[config.mk]
export PLATFORM = sky130hd
export DESIGN_NAME = ibex_rf_wb_arbiter
export DESIGN_NICKNAME = d
export VERILOG_FILES = /design/src/rtl/ibex_rf_wb_pkg.sv /design/src/rtl/ibex_rf_wb_fifo.sv /design/src/rtl/ibex_rf_wb_arbiter.sv
export SDC_FILE = /design/constraint.sdc
export NUM_CORES = 1
export LEC_CHECK = 0
export CAP_MARGIN = 20
export CORE_UTILIZATION = 35
export CTS_BUF_LIST = sky130_fd_sc_hd__clkbuf_4
export DETAILED_ROUTE_END_ITERATION = 12
export GPL_ROUTABILITY_DRIVEN = 0
export GPL_TIMING_DRIVEN = 0
export HOLD_SLACK_MARGIN = 0.1
export PLACE_DENSITY_LB_ADDON = 0.08
export SYNTH_ARGS = -nofsm -noshare
export SYNTH_HDL_FRONTEND = slang
export SYNTH_HIERARCHICAL = 1
export SYNTH_SLANG_ARGS = --single-unit
[constraint.sdc]
create_clock -name clk_i -period 7 [get_ports clk_i]
set_clock_uncertainty 0.05 [all_clocks]
set_input_delay 1.4 -clock clk_i [delete_from_list [all_inputs] [get_ports clk_i]]
set_output_delay 1.4 -clock clk_i [all_outputs]
set_load 0.03 [all_outputs]
[src/rtl/ibex_rf_wb_pkg.sv]
// Shared types and helpers for the register-file write-back arbiter.
// Optional forwarding is enabled with the IBEX_RF_WB_FWD_EN macro (see ibex_rf_wb_arbiter).
package ibex_rf_wb_pkg;

  localparam int unsigned WbDataWidth  = 32;
  localparam int unsigned RegAddrWidth = 5;

  typedef struct packed {
    logic [RegAddrWidth-1:0] waddr;
    logic [WbDataWidth-1:0]  wdata;
  } wb_entry_t;

  typedef enum logic [1:0] {
    WB_NONE,
    WB_LOAD,
    WB_EXFIFO,
    WB_EXDIRECT
  } wb_src_e;

  // RV32E only has 16 registers, so bit 4 never takes part in a write or a compare.
  function automatic logic [RegAddrWidth-1:0] rf_addr_mask(input logic [RegAddrWidth-1:0] addr,
                                                           input logic                    rv32e);
    return rv32e ? {1'b0, addr[RegAddrWidth-2:0]} : addr;
  endfunction

endpackage

[src/rtl/ibex_rf_wb_fifo.sv]
// Shift-register FIFO of register addresses plus data; entry 0 is the oldest.
// Every entry is visible so the arbiter can compare addresses for hazards and forwarding.
module ibex_rf_wb_fifo
  import ibex_rf_wb_pkg::*;
#(
  parameter int unsigned Depth     = 2,
  parameter int unsigned DataWidth = 32
) (
  input  logic                                       clk_i,
  input  logic                                       rst_ni,
  input  logic                                       push_i,
  input  logic [RegAddrWidth-1:0]                    waddr_i,
  input  logic [DataWidth-1:0]                       wdata_i,
  input  logic                                       pop_i,
  output logic                                       full_o,
  output logic                                       empty_o,
  output logic [Depth-1:0]                           valid_o,
  output logic [Depth-1:0][RegAddrWidth-1:0]         waddr_o,
  output logic [Depth-1:0][DataWidth-1:0]            wdata_o
);

  logic [Depth-1:0]                   valid_d, valid_q;
  logic [Depth-1:0][RegAddrWidth-1:0] waddr_d, waddr_q;
  logic [Depth-1:0][DataWidth-1:0]    wdata_d, wdata_q;
  logic                               placed;

  always_comb begin
    valid_d = valid_q;
    waddr_d = waddr_q;
    wdata_d = wdata_q;
    placed  = 1'b0;
    if (pop_i && valid_q[0]) begin
      for (int i = 0; i < int'(Depth) - 1; i++) begin
        valid_d[i] = valid_q[i+1];
        waddr_d[i] = waddr_q[i+1];
        wdata_d[i] = wdata_q[i+1];
      end
      valid_d[Depth-1] = 1'b0;
    end
    // Push lands in the first free slot after any pop, so push+pop on a full FIFO works.
    if (push_i) begin
      for (int i = 0; i < int'(Depth); i++) begin
        if (!placed && !valid_d[i]) begin
          valid_d[i] = 1'b1;
          waddr_d[i] = waddr_i;
          wdata_d[i] = wdata_i;
          placed     = 1'b1;
        end
      end
    end
  end

  always_ff @(posedge clk_i or negedge rst_ni) begin
    if (!rst_ni) begin
      valid_q <= '0;
      waddr_q <= '0;
      wdata_q <= '0;
    end else begin
      valid_q <= valid_d;
      waddr_q <= waddr_d;
      wdata_q <= wdata_d;
    end
  end

  assign full_o  = &valid_q;
  assign empty_o = ~valid_q[0];
  assign valid_o = valid_q;
  assign waddr_o = waddr_q;
  assign wdata_o = wdata_q;

endmodule

[src/rtl/ibex_rf_wb_arbiter.sv]
// Sole driver of the register-file write port: merges EX results and load responses.
// Define IBEX_RF_WB_FWD_EN to add operand forwarding from buffered/in-flight writes.
module ibex_rf_wb_arbiter
  import ibex_rf_wb_pkg::*;
#(
  parameter int unsigned DataWidth   = 32,
  parameter bit          RV32E       = 1'b0,
  parameter int unsigned ExFifoDepth = 2,
  parameter int unsigned MaxLoads    = 2
) (
  input  logic                 clk_i,
  input  logic                 rst_ni,
  input  logic                 ex_we_i,
  input  logic [4:0]           ex_waddr_i,
  input  logic [DataWidth-1:0] ex_wdata_i,
  output logic                 ex_ready_o,
  input  logic                 load_issue_i,
  input  logic [4:0]           load_waddr_i,
  output logic                 load_issue_ready_o,
  input  logic                 lsu_rvalid_i,
  input  logic                 lsu_err_i,
  input  logic [DataWidth-1:0] lsu_rdata_i,
  input  logic [4:0]           rs_a_i,
  input  logic [4:0]           rs_b_i,
  output logic                 hazard_a_o,
  output logic                 hazard_b_o,
  output logic                 rf_we_o,
  output logic [4:0]           rf_waddr_o,
  output logic [DataWidth-1:0] rf_wdata_o
`ifdef IBEX_RF_WB_FWD_EN
  ,
  output logic [DataWidth-1:0] rdata_fwd_a_o,
  output logic [DataWidth-1:0] rdata_fwd_b_o,
  output logic                 fwd_a_o,
  output logic                 fwd_b_o
`endif
);

  logic [4:0] ex_waddr_m, load_waddr_m, rs_a_m, rs_b_m;

  logic                                exf_push, exf_pop, exf_full, exf_empty;
  logic [ExFifoDepth-1:0]              exf_valid;
  logic [ExFifoDepth-1:0][4:0]         exf_waddr;
  logic [ExFifoDepth-1:0][DataWidth-1:0] exf_wdata;

  logic                        ld_push, ld_pop, ld_full, ld_empty;
  logic [MaxLoads-1:0]         ld_valid;
  logic [MaxLoads-1:0][4:0]    ld_waddr;
  logic [MaxLoads-1:0][0:0]    ld_wdata_unused;

  logic          load_wr, ex_waw, ex_acc, ex_direct;
  wb_src_e       src;
  logic [4:0]    sel_waddr;
  logic [DataWidth-1:0] sel_wdata;

  logic                 rf_we_d, rf_we_q;
  logic [4:0]           rf_waddr_d, rf_waddr_q;
  logic [DataWidth-1:0] rf_wdata_d, rf_wdata_q;
  logic                 prev_we_d, prev_we_q;
  logic [4:0]           prev_waddr_d, prev_waddr_q;

  assign ex_waddr_m   = rf_addr_mask(ex_waddr_i, RV32E);
  assign load_waddr_m = rf_addr_mask(load_waddr_i, RV32E);
  assign rs_a_m       = rf_addr_mask(rs_a_i, RV32E);
  assign rs_b_m       = rf_addr_mask(rs_b_i, RV32E);

  function automatic logic ld_hit(input logic [4:0]               a,
                                  input logic [MaxLoads-1:0]      v,
                                  input logic [MaxLoads-1:0][4:0] ad);
    logic hit;
    hit = 1'b0;
    for (int i = 0; i < int'(MaxLoads); i++) begin
      if (v[i] && ad[i] == a) hit = 1'b1;
    end
    return hit;
  endfunction

  function automatic logic exf_hit(input logic [4:0]                  a,
                                   input logic [ExFifoDepth-1:0]      v,
                                   input logic [ExFifoDepth-1:0][4:0] ad);
    logic hit;
    hit = 1'b0;
    for (int i = 0; i < int'(ExFifoDepth); i++) begin
      if (v[i] && ad[i] == a) hit = 1'b1;
    end
    return hit;
  endfunction

  // A load response that arrives with nothing outstanding is discarded.
  assign ld_pop  = lsu_rvalid_i && !ld_empty;
  assign load_wr = ld_pop && !lsu_err_i;
  assign ld_push = load_issue_i && (!ld_full || ld_pop);
  assign load_issue_ready_o = !ld_full;

  // EX must not overtake an older load to the same register.
  assign ex_waw     = (ex_waddr_m != 5'd0) && ld_hit(ex_waddr_m, ld_valid, ld_waddr);
  assign exf_pop    = !load_wr && !exf_empty;
  assign ex_ready_o = !ex_waw && (!exf_full || exf_pop);
  assign ex_acc     = ex_we_i && ex_ready_o;
  assign ex_direct  = ex_acc && !load_wr && exf_empty;
  assign exf_push   = ex_acc && !ex_direct;

  ibex_rf_wb_fifo #(
    .Depth    (ExFifoDepth),
    .DataWidth(DataWidth)
  ) u_ex_fifo (
    .clk_i  (clk_i),
    .rst_ni (rst_ni),
    .push_i (exf_push),
    .waddr_i(ex_waddr_m),
    .wdata_i(ex_wdata_i),
    .pop_i  (exf_pop),
    .full_o (exf_full),
    .empty_o(exf_empty),
    .valid_o(exf_valid),
    .waddr_o(exf_waddr),
    .wdata_o(exf_wdata)
  );

  ibex_rf_wb_fifo #(
    .Depth    (MaxLoads),
    .DataWidth(1)
  ) u_load_tracker (
    .clk_i  (clk_i),
    .rst_ni (rst_ni),
    .push_i (ld_push),
    .waddr_i(load_waddr_m),
    .wdata_i(1'b0),
    .pop_i  (ld_pop),
    .full_o (ld_full),
    .empty_o(ld_empty),
    .valid_o(ld_valid),
    .waddr_o(ld_waddr),
    .wdata_o(ld_wdata_unused)
  );

  always_comb begin
    src       = WB_NONE;
    sel_waddr = '0;
    sel_wdata = '0;
    if (load_wr) begin
      src       = WB_LOAD;
      sel_waddr = ld_waddr[0];
      sel_wdata = lsu_rdata_i;
    end else if (exf_pop) begin
      src       = WB_EXFIFO;
      sel_waddr = exf_waddr[0];
      sel_wdata = exf_wdata[0];
    end else if (ex_direct) begin
      src       = WB_EXDIRECT;
      sel_waddr = ex_waddr_m;
      sel_wdata = ex_wdata_i;
    end
  end

  // x0 writes retire through the selection above but never reach the RF.
  always_comb begin
    rf_we_d      = (src != WB_NONE) && (sel_waddr != 5'd0);
    rf_waddr_d   = rf_we_d ? sel_waddr : 5'd0;
    rf_wdata_d   = rf_we_d ? sel_wdata : '0;
    prev_we_d    = rf_we_q;
    prev_waddr_d = rf_waddr_q;
  end

  always_ff @(posedge clk_i or negedge rst_ni) begin
    if (!rst_ni) begin
      rf_we_q      <= 1'b0;
      rf_waddr_q   <= '0;
      rf_wdata_q   <= '0;
      prev_we_q    <= 1'b0;
      prev_waddr_q <= '0;
    end else begin
      rf_we_q      <= rf_we_d;
      rf_waddr_q   <= rf_waddr_d;
      rf_wdata_q   <= rf_wdata_d;
      prev_we_q    <= prev_we_d;
      prev_waddr_q <= prev_waddr_d;
    end
  end

  assign rf_we_o    = rf_we_q;
  assign rf_waddr_o = rf_waddr_q;
  assign rf_wdata_o = rf_wdata_q;

`ifdef IBEX_RF_WB_FWD_EN
  logic [DataWidth-1:0] prev_wdata_q;

  always_ff @(posedge clk_i or negedge rst_ni) begin
    if (!rst_ni) prev_wdata_q <= '0;
    else         prev_wdata_q <= rf_wdata_q;
  end

  // Later assignments override earlier ones, so the youngest matching write wins.
  function automatic logic [DataWidth:0] fwd_lookup(input logic [4:0] a);
    logic [DataWidth:0] r;
    r = '0;
    if (prev_we_q && prev_waddr_q == a) r = {1'b1, prev_wdata_q};
    if (rf_we_q && rf_waddr_q == a)     r = {1'b1, rf_wdata_q};
    for (int i = 0; i < int'(ExFifoDepth); i++) begin
      if (exf_valid[i] && exf_waddr[i] == a) r = {1'b1, exf_wdata[i]};
    end
    if (a == 5'd0) r = '0;
    return r;
  endfunction

  always_comb begin
    {fwd_a_o, rdata_fwd_a_o} = fwd_lookup(rs_a_m);
    {fwd_b_o, rdata_fwd_b_o} = fwd_lookup(rs_b_m);
    hazard_a_o = (rs_a_m != 5'd0) && ld_hit(rs_a_m, ld_valid, ld_waddr);
    hazard_b_o = (rs_b_m != 5'd0) && ld_hit(rs_b_m, ld_valid, ld_waddr);
  end
`else
  always_comb begin
    hazard_a_o = (rs_a_m != 5'd0) &&
                 (exf_hit(rs_a_m, exf_valid, exf_waddr) ||
                  (rf_we_q && rf_waddr_q == rs_a_m) ||
                  (prev_we_q && prev_waddr_q == rs_a_m) ||
                  ld_hit(rs_a_m, ld_valid, ld_waddr));
    hazard_b_o = (rs_b_m != 5'd0) &&
                 (exf_hit(rs_b_m, exf_valid, exf_waddr) ||
                  (rf_we_q && rf_waddr_q == rs_b_m) ||
                  (prev_we_q && prev_waddr_q == rs_b_m) ||
                  ld_hit(rs_b_m, ld_valid, ld_waddr));
  end
`endif

`ifndef SYNTHESIS
  always @(posedge clk_i) begin
    if (rst_ni) assert (!(lsu_rvalid_i && ld_empty));
  end
`endif

endmodule

==> results of run 1 <==
-- layout make-up --
type                            instances  area [um2]  area share
Tap cell                              260         325      0.0381
Buffer                                 43         239      0.0280
Antenna cell                            2        5.00    0.000586
Sequential cell                       132        3300       0.387
Clock inverter                         12        66.3     0.00776
Clock buffer                           20         150      0.0176
Inverter                               10        37.5     0.00439
Multi-Input combinational cell        388        3170       0.372
Timing Repair Buffer                  122        1240       0.145
-- where the power goes --
part / switching [mW] / leakage [nW] / internal [mW] / total, mW
sequential: 0.263 / 1.61 / 1.13 / 1.39
combinational: 0.924 / 1.78 / 0.968 / 1.89
clock: 0.277 / 0.120 / 0.145 / 0.422
total: 1.47 / 3.52 / 2.24 / 3.71
-- worst min path at each step --
stage                                     start               endpoint  slack (ns)  cells after the start
after floorplan           u_ex_fifo/wdata_o[41]  u_ex_fifo/wdata_o[41]        0.40                      1
after global placement    u_ex_fifo/wdata_o[42]  u_ex_fifo/wdata_o[42]        0.41                      1
after detailed placement          rf_waddr_o[3]        prev_waddr_q[3]        0.43                      0
after CTS                         rf_waddr_o[3]        prev_waddr_q[3]        0.45                      0
after global routing                    rf_we_o              prev_we_q        0.47                      0
final                                   rf_we_o              prev_we_q        0.45                      0
-- critical path, stage by stage --
cell	delay (ns)
clkdlybuf4s50_1	0.62
nor4_1	0.51
or3_1	0.19
a211oi_2	0.09
a211oi_1	0.27
clkdlybuf4s50_1	0.75
-- sequential cells by signal, summed over array words and instances, names as in the netlist --
register                count
u_ex_fifo/wdata_o          64
rf_wdata_o                 32
u_ex_fifo/waddr_o          10
u_load_tracker/waddr_o     10
prev_waddr_q                5
rf_waddr_o                  5
u_ex_fifo/valid_o           2
u_load_tracker/valid_o      2
prev_we_q                   1
rf_we_o                     1
-- routing by layer --
layer  up-vias  GRT usage  wire length [um]
li1       2342          -                 -
met1      2471      0.228              7810
met2       125      0.324              8990
met3        23     0.0479               872
met4         0     0.0738               305
met5         -          0                 0
-- layout by cell type, fill, tap and decap left out, drive strengths merged, types with 10 or more instances in the layout --
cell	count
a221oi	36
clkdlybuf4s50	120
nand2	12
buf	18
xnor2	20
xor2	48
nand3	16
mux2	126
inv	10
nor2	45
dfrtp	132
nor4	14
nor3	36
clkinv	10
clkbuf	47
-- through the flow --
step	cells	worst slack, ns	total power [mW]	area (um2)
floorplan	573	2.75	2.71	6750
global placement	954	-0.941	3.26	8290
detailed placement	955	1.73	3.33	8320
CTS	987	1.72	3.76	8540
global route	989	1.57	3.97	8540
finish	989	1.70	3.71	8540
==> summary.txt, run 1 <==
Clock Path Buffers -> 2
# setup viols final -> 0
final hold slack -> 0.448 ns
r2r setup slk -> 3.34 ns
Vias -> 4961
Filler cells -> 1819
clk sinks -> 132
Final #Nets -> 804
TritonCTS clock tree -> yes
reg2reg end -> u_ex_fifo/wdata_o[59]
P per Cell Area -> 434 mW/mm2
total wire length -> 18.0 mm
Initial Utilization -> 0.359
input/output buffers -> 121
GRT Total Usage -> 0.189
Post-Synthesis Cells -> 573
first-pass GRT wire length -> 28.5 mm
Slew @ Worst Pin -> 0.684 ns
DRC Markers -> 0
global route overflow -> 0
Rows -> 50
crit path to -> ex_ready_o
TritonRoute pass-1 iters -> 4
antenna violations before repair -> 1
I/O pins -> 132
RSZ-0062 raised after global routing -> false
Slew Viols, Final -> 0
setup TNS -> 0 ns
core area -> 0.0188 mm2
P&R area growth vs syn -> 26.5%
vias per cell -> 5.02
largest net degree at the start of global routing -> 93
Hold Path Class -> register to register
Post-Syn Area -> 0.00675 mm2
peak supply drop -> 0.147 mV
Post-CTS Setup Bufs -> 0
ANT nets after route -> 0
DP HPWL -> 12.6 mm
post-detailed-route wirelength per cell -> 18.2 um
# resized after CTS -> 0
reg2reg path depth -> 12
Die H -> 141 um
# hold bufs at CTS -> 0
Mapped Nets -> 663
CP Class -> input pin to output pin
min cycle time layout -> 5.30 ns
max_slew headroom -> 0.544
TritonCTS buffer count -> 17
Clock Latency Late Sink -> 0.54 ns
CP startpoint -> ex_waddr_i[0]
CP Launch Type -> input pin
max cap viols -> 0
Max Fclk -> 189 MHz
critical path endpoint category -> output pin
initial drt markers -> 137
Final Hold Viols -> 0
vias in the first global route -> 5335
average size of a mapped cell -> 11.8 um2
share of layout cells above drive strength 1 -> 0.249
required time worst endpoint -> 5.55 ns
clock-pin slew of the registers on the worst-case setup and hold paths -> 0.11 ns
Critical R2R Launch -> u_load_tracker/valid_o[0]
Chip Width -> 141 um
outcome -> complete, no violations
htree depth -> 4
Util after Layout -> 0.454
root buffer cell -> clkbuf_4
Leakage -> 3.52 nW
total die area -> 0.0199 mm2
CP Data Arrival Time -> 3.85 ns
largest fanout on the critical path -> 6
Ys Warns -> 6
fin crit share -> 0.756
Power figures use the tool's default switching activity.
==> run 2, diff against run 1 <==
==> constraint.sdc (replaced) <==
create_clock -name clk_i -period 5.51 [get_ports clk_i]
set_clock_uncertainty 0.05 [all_clocks]
set_input_delay 1.102 -clock clk_i [delete_from_list [all_inputs] [get_ports clk_i]]
set_output_delay 1.102 -clock clk_i [all_outputs]
set_load 0.03 [all_outputs]
==> results of run 2 <==
The final DEF is identical to that of run 1. Status: complete, no violations.
Among the figures that moved: setup slack after placement 1.73 ns -> 0.838 ns; clock-pin slew on the worst setup and hold paths 0.11 ns -> 0.12 ns; setup slack after layout 1.70 ns -> 0.811 ns; hold slack 0.448 ns -> 0.398 ns; register-to-register setup slack 3.34 ns -> 1.85 ns; total power 3.71 mW -> 4.71 mW; worst IR drop on VDD 0.147 mV -> 0.187 mV
==> run 3, diff against run 2 <==
--- a/config.mk
+++ b/config.mk
@@ -12,7 +12,7 @@
 export GPL_ROUTABILITY_DRIVEN = 0
 export GPL_TIMING_DRIVEN = 0
 export HOLD_SLACK_MARGIN = 0.1
-export PLACE_DENSITY_LB_ADDON = 0.08
+export PLACE_DENSITY = 0.56
 export SYNTH_ARGS = -nofsm -noshare
 export SYNTH_HDL_FRONTEND = slang
 export SYNTH_HIERARCHICAL = 1
==> summary.txt, run 3 (same netlist as run 1, synthesis figures left out) <==
outcome -> complete, no violations
commonest non-fill, non-tap cell in the layout -> dfrtp_1
critical path endpoint category -> output pin
global route overflow -> 0
final worst setup slack -> 0.959 ns
Total Power -> 4.78 mW
core area -> 0.0188 mm2
share of layout cells above drive strength 1 -> 0.246
Placed Cells -> 955
htree depth -> 4
P&R area growth vs syn -> 26.7%
post-detailed-route wirelength per cell -> 18.3 um
I/O pins -> 132
RSZ-0062 raised after global routing -> false
P per Cell Area -> 558 mW/mm2
Slew @ Worst Pin -> 0.655 ns
commonest non-fill, non-tap cells in the layout -> 132 x dfrtp_1, 124 x mux2_2, 120 x clkdlybuf4s50_1
reg2reg end -> u_ex_fifo/wdata_o[55]
clk sinks -> 132
Rows -> 50
Post-CTS Setup Bufs -> 0
Critical R2R Launch -> u_load_tracker/valid_o[0]
DP HPWL -> 12.6 mm
max_slew headroom -> 0.563
Chip Width -> 141 um
DRC Markers -> 0
final non-filler cell total -> 983
Clock Latency Late Sink -> 0.54 ns
diodes inserted -> 0
pre-CTS setup slack -> 0.953 ns
Clock Path Buffers -> 2
clock-pin slew of the registers on the worst-case setup and hold paths -> 0.12 ns
Slew Viols, Final -> 0
CP Class -> input pin to output pin
Die H -> 141 um
ANT nets after route -> 0
fin crit share -> 0.826
input/output buffers -> 121
antenna violations before repair -> 0
# resized after CTS -> 0
total die area -> 0.0199 mm2
TritonRoute pass-1 iters -> 4
TritonCTS buffer count -> 17
final hold slack -> 0.386 ns
peak supply drop -> 0.253 mV
initial drt markers -> 148
CP Launch Type -> input pin
CP Data Arrival Time -> 3.40 ns
GRT Total Usage -> 0.194
CP startpoint -> ex_waddr_i[1]
min cycle time layout -> 4.55 ns
Leakage -> 3.53 nW
root buffer cell -> clkbuf_4
Final Hold Viols -> 0
vias per cell -> 5.04
reg2reg path depth -> 12
Final #Nets -> 804
required time worst endpoint -> 4.36 ns
total wire length -> 18.0 mm
vias in the first global route -> 5336
largest fanout on the critical path -> 6
Util after Layout -> 0.454
Max Fclk -> 220 MHz
max cap viols -> 0
flip-flop count of the largest register after layout -> 64
largest net degree at the start of global routing -> 100
# setup viols final -> 0
Initial Utilization -> 0.359
# hold bufs at CTS -> 0
first-pass GRT wire length -> 29.2 mm
r2r setup slk -> 1.82 ns
Vias -> 4951
TritonCTS clock tree -> yes
Hold Path Class -> input pin to asynchronous set/reset pin
-- run 3: cell count changes in the layout (fill, tap and decap cells not counted) --
cell / previous run / this run
clkinvlp_4: 2 / 0
diode_2: 2 / 0
clkinv_1: 5 / 4
clkinv_4: 2 / 1
clkinv_2: 3 / 1
bufinv_16: 0 / 2
-- run 3: power breakdown --
part	switching (mW)	internal (mW)	total, mW
logic	1.16	1.23	2.39
clock network	0.336	0.268	0.604
registers	0.345	1.44	1.78
total	1.84	2.93	4.78
-- run 3: metrics by stage --
step / TNS [ns] / cell area (um2)
global route: 0 / 8560
detailed placement: 0 / 8320
global placement: -260.04 / 8290
finish: 0 / 8560
floorplan: 0 / 6750
CTS: 0 / 8560
-- run 3: area by class of cell --
| type | instances | area [um2] |
|---|---|---|
| clock buffer | 20 | 150 |
| inverter | 10 | 37.5 |
| multi-input combinational | 388 | 3170 |
| fill | 1770 | 10300 |
| timing repair buffer | 122 | 1240 |
| clock inverter | 8 | 88.8 |
| buffer | 43 | 239 |
| tap | 260 | 325 |
| sequential | 132 | 3300 |
-- run 3: worst max-delay path by stage --
stage / endpoint / slack (ns) / cells past startpoint
3_5_place_dp: ex_ready_o / 0.95 / 6
4_1_cts: ex_ready_o / 0.95 / 6
3_3_place_gp: rf_wdata_o[20] / -1.98 / 1
5_1_grt: ex_ready_o / 0.86 / 6
2_1_floorplan: hazard_b_o / 1.85 / 7
6_report: ex_ready_o / 0.96 / 6
-- run 3: worst max-delay path, stage by stage --
cell             delay, ns
clkdlybuf4s50_1       0.61
nor4_1                0.47
or3_1                 0.18
a211oi_2              0.09
a211oi_1              0.22
clkdlybuf4s50_1       0.72
-- run 3: per-layer routing --
metal,global-route usage,part of all wire
met5,0,0
met4,0.0641,0.017
met3,0.0530,0.060
met2,0.320,0.48
met1,0.245,0.44
